===== config.mk =====
export PLATFORM = sky130hd
export DESIGN_NAME = conta_sched
export DESIGN_NICKNAME = d
export VERILOG_FILES = /design/src/rtl/conta_sched_pkg.sv /design/src/rtl/conta_unit.sv /design/src/rtl/conta_sched.sv
export SDC_FILE = /design/constraint.sdc
export NUM_CORES = 1
export LEC_CHECK = 0
export ABC_AREA = 1
export BUFFER_PORTS_ARGS = -buffer_cell sky130_fd_sc_hd__buf_2
export CELL_PAD_IN_SITES_DETAIL_PLACEMENT = 0
export CELL_PAD_IN_SITES_GLOBAL_PLACEMENT = 2
export CORE_ASPECT_RATIO = 0.6
export CORE_UTILIZATION = 26
export CTS_CLUSTER_SIZE = 12
export DETAILED_ROUTE_END_ITERATION = 16
export PLACE_DENSITY = 0.72
export SYNTH_ARGS = -nofsm -noshare
export SYNTH_HDL_FRONTEND = slang
export SYNTH_SLANG_ARGS = --single-unit

===== constraint.sdc =====
create_clock -name clk_i -period 2.7 [get_ports clk_i]
set_clock_uncertainty 0.05 [all_clocks]
set_input_delay 0.405 -clock clk_i [delete_from_list [all_inputs] [get_ports clk_i]]
set_output_delay 0.405 -clock clk_i [all_outputs]
set_load 0.02 [all_outputs]

===== src/rtl/conta_sched_pkg.sv =====
// rtl/conta_sched_pkg.sv - shared types, default widths and round-robin pick for conta_sched
package conta_sched_pkg;

    localparam int LARGO_DEF = 6;
    localparam int N_REQ_DEF = 4;
    localparam int N_MAX     = 8;

    typedef enum logic [1:0] {IDLE, RUN, DONE} state_e;

    // First set request at or after ptr, wrapping within the n live requesters.
    function automatic logic [N_MAX-1:0] rr_pick(input logic [N_MAX-1:0] req,
                                                 input logic [2:0]       ptr,
                                                 input int unsigned      n);
        logic [N_MAX-1:0] onehot;
        logic [2:0]       pos;
        onehot = '0;
        for (int unsigned k = 0; k < N_MAX; k++) begin
            pos = 3'((32'(ptr) + k) % n);
            if (k < n && onehot == '0 && req[pos]) onehot[pos] = 1'b1;
        end
        return onehot;
    endfunction

endpackage


===== src/rtl/conta_unit.sv =====
// rtl/conta_unit.sv - LARGO-bit interval counter, clear has priority over enable
module conta_unit #(
    parameter int LARGO = 6
) (
    input  logic             clk_i,
    input  logic             rst_ni,
    input  logic             clr_i,
    input  logic             ena_i,
    output logic [LARGO-1:0] cuenta_o
);

    logic [LARGO-1:0] cuenta_q;

    always_ff @(posedge clk_i or negedge rst_ni) begin
        if (!rst_ni) begin
            cuenta_q <= '0;
        end else if (clr_i) begin
            cuenta_q <= '0;
        end else if (ena_i) begin
            cuenta_q <= cuenta_q + LARGO'(1);
        end
    end

    assign cuenta_o = cuenta_q;

endmodule


===== src/rtl/conta_sched.sv =====
// rtl/conta_sched.sv - round-robin scheduler sharing one interval counter; SCHED_ABORT_EN enables abort on req drop
module conta_sched
    import conta_sched_pkg::*;
#(
    parameter int LARGO = LARGO_DEF,
    parameter int N_REQ = N_REQ_DEF
) (
    input  logic                   clk_i,
    input  logic                   rst_ni,
    input  logic [N_REQ-1:0]       req_i,
    input  logic [N_REQ*LARGO-1:0] dur_i,
    output logic [N_REQ-1:0]       gnt_o,
    output logic [N_REQ-1:0]       ack_o,
    output logic                   busy_o,
    output logic [LARGO-1:0]       cuenta_o
);

    localparam int PW = $clog2(N_REQ);

    state_e           state_q, state_d;
    logic [PW-1:0]    ptr_q, ptr_d, win_q, win_d;
    logic [PW-1:0]    pick_idx, ptr_nxt;
    logic [LARGO-1:0] dur_q, dur_d, pick_dur;
    logic [N_MAX-1:0] pick;
    logic             clr, ena, last, abort;

    assign pick = rr_pick(N_MAX'(req_i), 3'(ptr_q), N_REQ);

    always_comb begin
        pick_idx = '0;
        for (int i = 0; i < N_MAX; i++) begin
            if (pick[i]) pick_idx = PW'(i);
        end
    end

    always_comb begin
        pick_dur = '0;
        for (int i = 0; i < N_REQ; i++) begin
            if (pick_idx == PW'(i)) pick_dur = dur_i[i*LARGO +: LARGO];
        end
    end

    assign ptr_nxt = (win_q == PW'(N_REQ - 1)) ? '0 : win_q + PW'(1);
    assign last    = (cuenta_o == dur_q - LARGO'(1));

`ifdef SCHED_ABORT_EN
    assign abort = ~req_i[win_q];
`else
    assign abort = 1'b0;
`endif

    always_comb begin
        state_d = state_q;
        ptr_d   = ptr_q;
        win_d   = win_q;
        dur_d   = dur_q;
        clr     = 1'b0;
        ena     = 1'b0;
        case (state_q)
            IDLE: begin
                clr = 1'b1;
                if (|req_i) begin
                    state_d = RUN;
                    win_d   = pick_idx;
                    // A zero-length request still occupies the counter for one cycle.
                    dur_d   = (pick_dur == '0) ? LARGO'(1) : pick_dur;
                end
            end
            RUN: begin
                if (abort) begin
                    state_d = IDLE;
                    clr     = 1'b1;
                    ptr_d   = ptr_nxt;
                end else if (last) begin
                    state_d = DONE;
                end else begin
                    ena = 1'b1;
                end
            end
            DONE: begin
                state_d = IDLE;
                clr     = 1'b1;
                ptr_d   = ptr_nxt;
            end
            default: state_d = IDLE;
        endcase
    end

    always_ff @(posedge clk_i or negedge rst_ni) begin
        if (!rst_ni) begin
            state_q <= IDLE;
            ptr_q   <= '0;
            win_q   <= '0;
            dur_q   <= LARGO'(1);
        end else begin
            state_q <= state_d;
            ptr_q   <= ptr_d;
            win_q   <= win_d;
            dur_q   <= dur_d;
        end
    end

    conta_unit #(.LARGO(LARGO)) u_conta (
        .clk_i    (clk_i),
        .rst_ni   (rst_ni),
        .clr_i    (clr),
        .ena_i    (ena),
        .cuenta_o (cuenta_o)
    );

    assign busy_o = (state_q != IDLE);
    assign gnt_o  = busy_o ? (N_REQ'(1) << win_q) : '0;
    assign ack_o  = (state_q == DONE) ? (N_REQ'(1) << win_q) : '0;

endmodule


==> reports/qor.txt, run 1 <==
status - finished with violations
failing checks - negative setup slack
Hold Path Class - in -> async
Die W - 108 um
Synth Instances - 236
register area share after synthesis - 0.259
Yosys cell types - 33
Cell Rows - 22
Initial Util - 0.277
R2R cell count - 18
via count - 1718
Area Growth Syn to Fin - 39.3%
Detail Route Antenna Nets - 0
min cycle time layout - 2.76 ns
syn_nets - 279
Mean Syn Cell Area - 7.40 um2
DP Area - 0.00216 mm2
clk_lat worst skew - 0.26 ns
max-cap violations - 0
Core Area - 0.00630 mm2
pins over their slew limit - 0
layout cells sized above 1 - 0.430
WL/cell - 12.6 um
final hold violation count - 0
pin count of the biggest net entering global routing - 19
#FFs+latches synth - 18
Ys Warns - 0
CP max FO - 8
Setup TNS - -0.0893 ns
Worst Path Required - 2.85 ns
Startpoint Class - register
critical path class - reg -> reg
Worst-path clk slew - 0.07 ns
relative slew slack - 0.708
Congestion Overflow GR - 0
number of diodes - 0
TritonCTS clock tree - done
first-pass GRT wire length - 7.72 mm
H-tree depth - 1
PortBufs - 44
capturing point of the worst reg2reg path - dur_q[0]$_DFFE_PN1P_
routability cong. - 0.852
unrepaired setup endpoints after global routing - yes
die footprint - 0.00706 mm2
final instance area - 0.00243 mm2
CTS buffer count - 3
# setup viols final - 2
Final WS setup - -0.0605 ns
Clk Tree Root Cell - clkbuf_8
vias in the first global route - 1548
clock sinks - 18
Final nets - 346
Die Y-Extent - 65.5 um
CP Capture Type - register
flop2flop setup slack - -0.06 ns
Tightest Pin Transition - 0.435 ns
mapped cell area - 0.00175 mm2
CTS Hold Bufs - 0
GRT Total Usage - 0.141
period utilization - 1.02
num ports - 45
Final HPWL DP - 3.86 mm
Max Clk Rate - 362 MHz
Filler cells - 678
DRT iter0 DRCs - 86
router iterations before antenna repair - 4
Reg2Reg Launch Point - ptr_q[0]$_DFFE_PN0P_
drt drc - 0
via/cell ratio - 4.45
Critical Path AT - 2.91 ns
Max clock buf depth - 2
antenna violations before repair - 0
final wirelength - 4.85 mm
-- state kept, by name (all words and copies together) (netlist names) --
register / cells
win_q: 2
dur_q: 6
u_conta.cuenta_o: 6
ptr_q: 2
state_q: 2
-- logic make-up after synthesis --
group	Yosys count	share of synthesized area
and+or+nand+nor	135	0.431
buffers and inverters	37	0.0845
AOI/OAI and AO/OA	24	0.0881
DFF	18	0.259
adders and majority gates	13	0.0931
xor gates and xnor gates	9	0.0451
-- cell usage after synthesis (all sizes together) --
library cell / count / area (um2)
buf: 2 / 16.3
ha: 13 / 163
nand4: 5 / 56.3
nand3b: 4 / 30.0
xnor2: 4 / 35.0
o21ai: 14 / 81.3
or2: 2 / 12.5
o31ai: 1 / 12.5
inv: 34 / 128
nor2: 25 / 126
dfrtp: 17 / 425
nand2: 51 / 246
o41ai: 1 / 8.76
nor4: 2 / 12.5
a21oi: 6 / 37.5
clkbuf: 1 / 3.75
nor3: 4 / 20.0
xor2: 5 / 43.8
dfstp: 1 / 26.3
and3: 2 / 12.5
o211ai: 1 / 7.51
nand3: 40 / 235
a31oi: 1 / 6.26
-- stage by stage --
step | hold WS (ns) | util | cells | setup WS (ns)
floorplan | 0.0594 | - | 236 | 0.0212
global placement | 0.319 | 0.343 | 373 | -0.0568
detailed placement | 0.320 | 0.343 | 373 | -0.0251
CTS | 0.0415 | 0.358 | 378 | 0.00306
global route | 0.0547 | 0.386 | 386 | -0.229
finish | 0.0266 | 0.386 | 386 | -0.0605
-- timing repair --
| item | 4_1_cts | 5_1_grt |
|---|---|---|
| endpoints found under the setup margin | 2 | 7 |
| buffers inserted | 1 | 8 |
| gates resized for setup | 6 | 28 |
| pin swaps | 7 | 26 |
-- cell usage in the layout, fill, tap and decap left out, drive strengths merged --
cell type	instances
buf	65
nand2	51
nand3	40
inv	34
nor2	25
dfrtp	17
o21ai	14
ha	13
a21oi	6
xor2	5
nand4	5
nand3b	4
xnor2	4
nor3	4
clkbuf	4
nor4	2
or2	2
and3	2
o31ai	1
o211ai	1
o41ai	1
a31oi	1
dfstp	1
-- layer usage --
| layer | GRT usage | routed length [um] | part of all wire | vias up |
|---|---|---|---|---|
| li1 | - | - | - | 912 |
| met1 | 0.235 | 2840 | 0.58 | 759 |
| met2 | 0.187 | 1760 | 0.36 | 45 |
| met3 | 0.0238 | 240 | 0.049 | 2 |
| met4 | 0.0103 | 17 | 0.0035 | 0 |
| met5 | 0 | 0 | 0 | - |
-- worst max-delay path by stage --
stage / endpoint / cells past startpoint / start
after floorplan: dur_q[0]$_DFFE_PN1P_ / 22 / ptr_q[0]$_DFFE_PN0P_
after global placement: dur_q[0]$_DFFE_PN1P_ / 21 / ptr_q[0]$_DFFE_PN0P_
after detailed placement: dur_q[0]$_DFFE_PN1P_ / 21 / ptr_q[0]$_DFFE_PN0P_
after CTS: dur_q[0]$_DFFE_PN1P_ / 20 / ptr_q[0]$_DFFE_PN0P_
after global routing: dur_q[0]$_DFFE_PN1P_ / 22 / ptr_q[0]$_DFFE_PN0P_
final: dur_q[0]$_DFFE_PN1P_ / 18 / ptr_q[0]$_DFFE_PN0P_
-- area by class of cell --
type | instances | area [um2] | area share
repair buffers | 65 | 409 | 0.168
multi-input cells | 181 | 1280 | 0.527
flip-flops and latches | 18 | 452 | 0.186
inverters | 34 | 130 | 0.0535
clock buffers | 4 | 55.1 | 0.0226
well taps | 84 | 105 | 0.0432
-- critical path, stage by stage, from the launching register on --
cell,delay (ns)
dfrtp_1,0.40
buf_6,0.16
ha_4,0.18
o31ai_4,0.37
nand3_2,0.14
nand2_4,0.12
nor2_4,0.05
nand3_2,0.07
nand2_2,0.07
nor2_4,0.15
nand3_2,0.11
nand2_4,0.11
nor2_4,0.06
buf_6,0.13
nand3_2,0.06
nand4_2,0.12
nor2_2,0.14
nand3_2,0.08
a21oi_2,0.13
Power of run 1 is left out: the tool's default activity adds up to more than one toggle a clock period on the data nets, which glitch-free logic cannot reach.
==> run 2, diff against run 1 <==
--- a/config.mk
+++ b/config.mk
@@ -14,6 +14,7 @@
 export CTS_CLUSTER_SIZE = 12
 export DETAILED_ROUTE_END_ITERATION = 16
 export PLACE_DENSITY = 0.72
+export SLEW_MARGIN = 20
 export SYNTH_ARGS = -nofsm -noshare
 export SYNTH_HDL_FRONTEND = slang
 export SYNTH_SLANG_ARGS = --single-unit
==> constraint.sdc (replaced) <==
create_clock -name clk_i -period 2.7 [get_ports clk_i]
set_clock_uncertainty 0.05 [all_clocks]
set_input_delay 0.54 -clock clk_i [delete_from_list [all_inputs] [get_ports clk_i]]
set_output_delay 0.54 -clock clk_i [all_outputs]
set_load 0.02 [all_outputs]
==> run 2 against run 1 <==
Net effect:
- the run still ends with negative setup slack left
- global-route usage shrank 0.42 points
- non-clock buffer count shrank 2
- core utilization grew 0.36 points
- count of clock-buffer cells in the layout is the same
- die area is the same
- wire length shrank 1.7%
- setup slack gained 0.011 ns
- register-to-register slack is essentially flat
- via count shrank 0.87%
- critical path type unchanged
- largest cell class unchanged
==> reports/qor.txt, run 2 (synthesis results as in run 1) <==
min cycle time layout - 2.75 ns (was 2.76 ns)
WL/cell - 12.4 um (was 12.6 um)
pins over their slew limit - 0 (unchanged)
GRT Total Usage - 0.137 (was 0.141)
CTS Hold Bufs - 0 (unchanged)
status - finished with violations (unchanged)
antenna violations before repair - 0 (unchanged)
commonest non-fill, non-tap cells in the layout - buf_2 (44), nand2_1 (36), inv_1 (29), nand3_1 (20), nand3_2 (18) (was buf_2 (44), nand2_1 (35), inv_1 (29), nand3_1 (22))
routability cong. - 0.812 (was 0.852)
period utilization - 1.02 (about the same)
failing checks - negative setup slack (unchanged)
relative slew slack - 0.490 (was 0.708)
Die W - 108 um (unchanged)
Hold WS - 0.160 ns (was 0.0266 ns)
Max Clk Rate - 364 MHz (was 362 MHz)
Clk Tree Root Cell - clkbuf_8 (unchanged)
R2R cell count - 17 (was 18)
Hold Path Class - in -> async (unchanged)
CP max FO - 8 (unchanged)
critical path class - reg -> reg (unchanged)
Cell Rows - 22 (unchanged)
Final HPWL DP - 3.82 mm (was 3.86 mm)
Startpoint Class - register (unchanged)
PortBufs - 44 (unchanged)
via count - 1703 (was 1718)
max-cap violations - 0 (unchanged)
Congestion Overflow GR - 0 (unchanged)
final wirelength - 4.77 mm (was 4.85 mm)
num ports - 45 (unchanged)
vias in the first global route - 1526 (was 1548)
Core Area - 0.00630 mm2 (unchanged)
H-tree depth - 1 (unchanged)
drt drc - 0 (unchanged)
Final WS setup - -0.0493 ns (was -0.0605 ns)
final hold violation count - 0 (unchanged)
layout cells sized above 1 - 0.429 (was 0.430)
CTS buffer count - 3 (unchanged)
Worst-path clk slew - 0.07 ns (about the same)
Max clock buf depth - 2 (unchanged)
first-pass GRT wire length - 7.45 mm (was 7.72 mm)
clk_lat worst skew - 0.25 ns (was 0.26 ns)
Initial Util - 0.277 (unchanged)
# setup viols final - 1 (was 2)
Tightest Pin Transition - 0.762 ns (was 0.435 ns)
DRT iter0 DRCs - 70 (was 86)
Area Growth Syn to Fin - 40.5% (was 39.3%)
most common cell after layout, fill and taps aside - buf_2 (unchanged)
Non-Filler Instances - 385 (was 386)
Final nets - 345 (was 346)
router iterations before antenna repair - 4 (unchanged)
Detail Route Antenna Nets - 0 (unchanged)
unrepaired setup endpoints after global routing - yes (unchanged)
CP Capture Type - register (unchanged)
die footprint - 0.00706 mm2 (unchanged)
TritonCTS clock tree - done (unchanged)
Die Y-Extent - 65.5 um (unchanged)
Filler cells - 652 (was 678)
pin count of the biggest net entering global routing - 19 (unchanged)
Placed Cells - 375 (was 373)
Critical Path AT - 2.89 ns (was 2.91 ns)
via/cell ratio - 4.42 (was 4.45)
number of diodes - 0 (unchanged)
clock sinks - 18 (unchanged)
Worst Path Required - 2.84 ns (was 2.85 ns)
run 2: final cells by class:
type                       count  area [um2]  area share
multi-input combinational    182        1330       0.542
sequential                    18         452       0.184
timing repair buffer          63         390       0.159
inverter                      34         133      0.0540
tap                           84         105      0.0428
clock buffer                   4        45.0      0.0183
run 2: what timing repair did:
item,in CTS,in global routing
pin swaps,1,17
endpoints found under the setup margin,1,7
gates resized for setup,1,39
gates cloned,0,1
buffers inserted,0,5
run 2: metrics by stage:
stage | setup TNS, ns | setup slack [ns] | utilization | cell area, um2
final | -0.0493 | -0.0493 | 0.389 | 2450
after global routing | -1.01 | -0.198 | 0.389 | 2450
after CTS | 0 | 0.00320 | 0.353 | 2230
after detailed placement | -0.00374 | -0.00374 | 0.346 | 2180
after global placement | -0.0204 | -0.0204 | 0.346 | 2180
after floorplan | 0 | 0.0212 | - | 1760
run 2: layer usage:
layer,global-route usage,routed length (um),vias up
li1,-,-,909
met3,0.0308,281,3
met2,0.173,1710,51
met1,0.226,2750,740
met4,0.0205,22,0
met5,0,0,-
run 2: path summary, 6_finish.rpt:
| check | from | endpoint | slack, ns |
|---|---|---|---|
| worst max-delay path | ptr_q[0]$_DFFE_PN0P_ | dur_q[0]$_DFFE_PN1P_ | -0.05 |
| worst min-delay path | rst_ni | u_conta.cuenta_o[5]$_DFFE_PN0P_ | 0.16 |
| worst max register to register | ptr_q[0]$_DFFE_PN0P_ | dur_q[0]$_DFFE_PN1P_ | -0.05 |
| worst min register to register | dur_q[5]$_DFFE_PN0P_ | dur_q[5]$_DFFE_PN0P_ | 0.45 |
| max in group asynchronous | rst_ni | dur_q[0]$_DFFE_PN1P_ | 2.11 |
| min in group clk_i | dur_q[5]$_DFFE_PN0P_ | dur_q[5]$_DFFE_PN0P_ | 0.45 |
run 2: critical path, cell delays in order (launching register included):
cell     delay, ns
dfrtp_1       0.40
buf_6         0.15
ha_4          0.17
o31ai_4       0.35
nand3_1       0.16
nand2_2       0.13
nor2_4        0.06
nand3_2       0.06
nand2_2       0.07
nor2_4        0.15
nand2_2       0.09
o21ai_4       0.21
inv_4         0.09
nand3_2       0.08
nand4_2       0.09
nor2_2        0.14
nand3_2       0.09
a21oi_2       0.12
Power of run 2 is left out for the same reason.
==> run 3, diff against run 2 <==
--- a/config.mk
+++ b/config.mk
@@ -14,7 +14,8 @@
 export CTS_CLUSTER_SIZE = 12
 export DETAILED_ROUTE_END_ITERATION = 16
 export PLACE_DENSITY = 0.72
-export SLEW_MARGIN = 20
+export RECOVER_POWER = 25
+export SLEW_MARGIN = 40
 export SYNTH_ARGS = -nofsm -noshare
 export SYNTH_HDL_FRONTEND = slang
 export SYNTH_SLANG_ARGS = --single-unit
==> run 3 against run 2 <==
Net effect:
- the flow still finishes with violations (negative setup slack)
- maximum frequency did not move
- non-clock buffer count unchanged
- global-route usage stayed put
- largest cell class unchanged
- highest routed layer unchanged
==> reports/qor.txt, run 3 (synthesis results as in run 1) <==
critical path's slowest cell - dfrtp_1 (unchanged)
Tightest Pin Transition - 0.993 ns (was 0.762 ns)
Setup TNS - -0.0493 ns (unchanged)
drt drc - 0 (unchanged)
Max clock buf depth - 2 (unchanged)
PortBufs - 44 (unchanged)
Cell Rows - 22 (unchanged)
Hold Path Class - in -> async (unchanged)
critical path class - reg -> reg (unchanged)
layout cells sized above 1 - 0.425 (was 0.429)
via count - 1703 (unchanged)
via/cell ratio - 4.42 (unchanged)
Worst-path clk slew - 0.07 ns (about the same)
period utilization - 1.02 (unchanged)
antenna violations before repair - 0 (unchanged)
min cycle time layout - 2.75 ns (unchanged)
Core Area - 0.00630 mm2 (unchanged)
Crit path max-delay family - simple AND/OR/NAND/NOR gates (unchanged)
relative slew slack - 0.338 (was 0.490)
Max Clk Rate - 364 MHz (unchanged)
final wirelength - 4.77 mm (about the same)
H-tree depth - 1 (unchanged)
DRT iter0 DRCs - 70 (unchanged)
num ports - 45 (unchanged)
clk_lat worst skew - 0.25 ns (about the same)
pin count of the biggest net entering global routing - 19 (unchanged)
CP Capture Type - register (unchanged)
Worst Path Required - 2.84 ns (about the same)
CP max FO - 8 (unchanged)
CP Buf/Inv Count - 2 (unchanged)
Initial Util - 0.277 (unchanged)
pins over their slew limit - 0 (unchanged)
slowest stage delay, CP - 0.40 ns (about the same)
die footprint - 0.00706 mm2 (unchanged)
Final HPWL DP - 3.82 mm (unchanged)
WL/cell - 12.4 um (about the same)
Filler cells - 653 (was 652)
Critical Path AT - 2.89 ns (about the same)
crit-path cells - buf_6, ha_4, o31ai_4, nand3_1, nand2_2, nor2_4, nand3_2, nand2_2, nor2_4, nand2_2, o21ai_4, inv_4, nand3_2, nand4_2, nor2_2, nand3_2, a21oi_2 (unchanged)
GRT Total Usage - 0.137 (unchanged)
# setup viols final - 1 (unchanged)
failing checks - negative setup slack (unchanged)
Detail Route Antenna Nets - 0 (unchanged)
final hold violation count - 0 (unchanged)
number of diodes - 0 (unchanged)
clock sinks - 18 (unchanged)
Congestion Overflow GR - 0 (unchanged)
CTS Hold Bufs - 0 (unchanged)
Area Growth Syn to Fin - 40.5% (about the same)
Final nets - 345 (unchanged)
most common cell after layout, fill and taps aside - buf_2 (unchanged)
Startpoint Class - register (unchanged)
status - finished with violations (unchanged)
CTS buffer count - 3 (unchanged)
TritonCTS clock tree - done (unchanged)
vias in the first global route - 1526 (unchanged)
Final WS setup - -0.0493 ns (unchanged)
router iterations before antenna repair - 4 (unchanged)
max-cap violations - 0 (unchanged)
Clk Tree Root Cell - clkbuf_8 (unchanged)
routability cong. - 0.812 (unchanged)
Die Y-Extent - 65.5 um (unchanged)
Die W - 108 um (unchanged)
unrepaired setup endpoints after global routing - yes (unchanged)
commonest non-fill, non-tap cells in the layout - buf_2 (43), nand2_1 (36), inv_1 (29), nand3_1 (20), nand3_2 (18) (was buf_2 (44), nand2_1 (36), inv_1 (29), nand3_1 (20), nand3_2 (18))
first-pass GRT wire length - 7.45 mm (unchanged)
[run 3: final cells by class]
type	count	area (um2)	share of cell area
Clock buffer	4	45.0	0.0184
Inverter	34	133	0.0541
Multi-Input combinational cell	182	1330	0.542
Sequential cell	18	452	0.184
Tap cell	84	105	0.0428
Timing Repair Buffer	63	389	0.159
[run 3: path summary, 6_finish.rpt]
path | slack [ns] | start | cells past startpoint | endpoint
hold / removal | 0.37 | rst_ni | 1 | u_conta.cuenta_o[5]$_DFFE_PN0P_
setup / recovery | -0.05 | ptr_q[0]$_DFFE_PN0P_ | 17 | dur_q[0]$_DFFE_PN1P_
min in group clk_i | 0.45 | dur_q[5]$_DFFE_PN0P_ | 2 | dur_q[5]$_DFFE_PN0P_
max in group asynchronous | 1.62 | rst_ni | 1 | dur_q[4]$_DFFE_PN0P_
hold reg to reg | 0.45 | dur_q[5]$_DFFE_PN0P_ | 2 | dur_q[5]$_DFFE_PN0P_
setup reg to reg | -0.05 | ptr_q[0]$_DFFE_PN0P_ | 17 | dur_q[0]$_DFFE_PN1P_
[run 3: metrics by stage]
step	cell area [um2]	util	worst slack, ns	cells	hold WS (ns)
4_1_cts	2230	0.353	0.00320	379	0.173
6_report	2450	0.389	-0.0493	385	0.375
3_5_place_dp	2180	0.346	-0.00374	375	0.441
2_1_floorplan	1760	-	0.0212	236	0.194
5_1_grt	2450	0.389	-0.198	385	0.456
3_3_place_gp	2180	0.346	-0.0204	375	0.445
[run 3: repair_timing]
item	4_1_cts	5_1_grt
endpoints found under the setup margin	1	7
pin swaps	1	17
buffers inserted	0	5
resized for setup	1	39
gates cloned	0	1
[run 3: per-layer routing]
metal  global-route usage  share of wire  up-vias
met4               0.0205         0.0046        0
met1                0.226           0.58      740
li1                     -              -      909
met5                    0              0        -
met2                0.173           0.36       51
met3               0.0308          0.059        3
Power of run 3 is left out for the same reason.
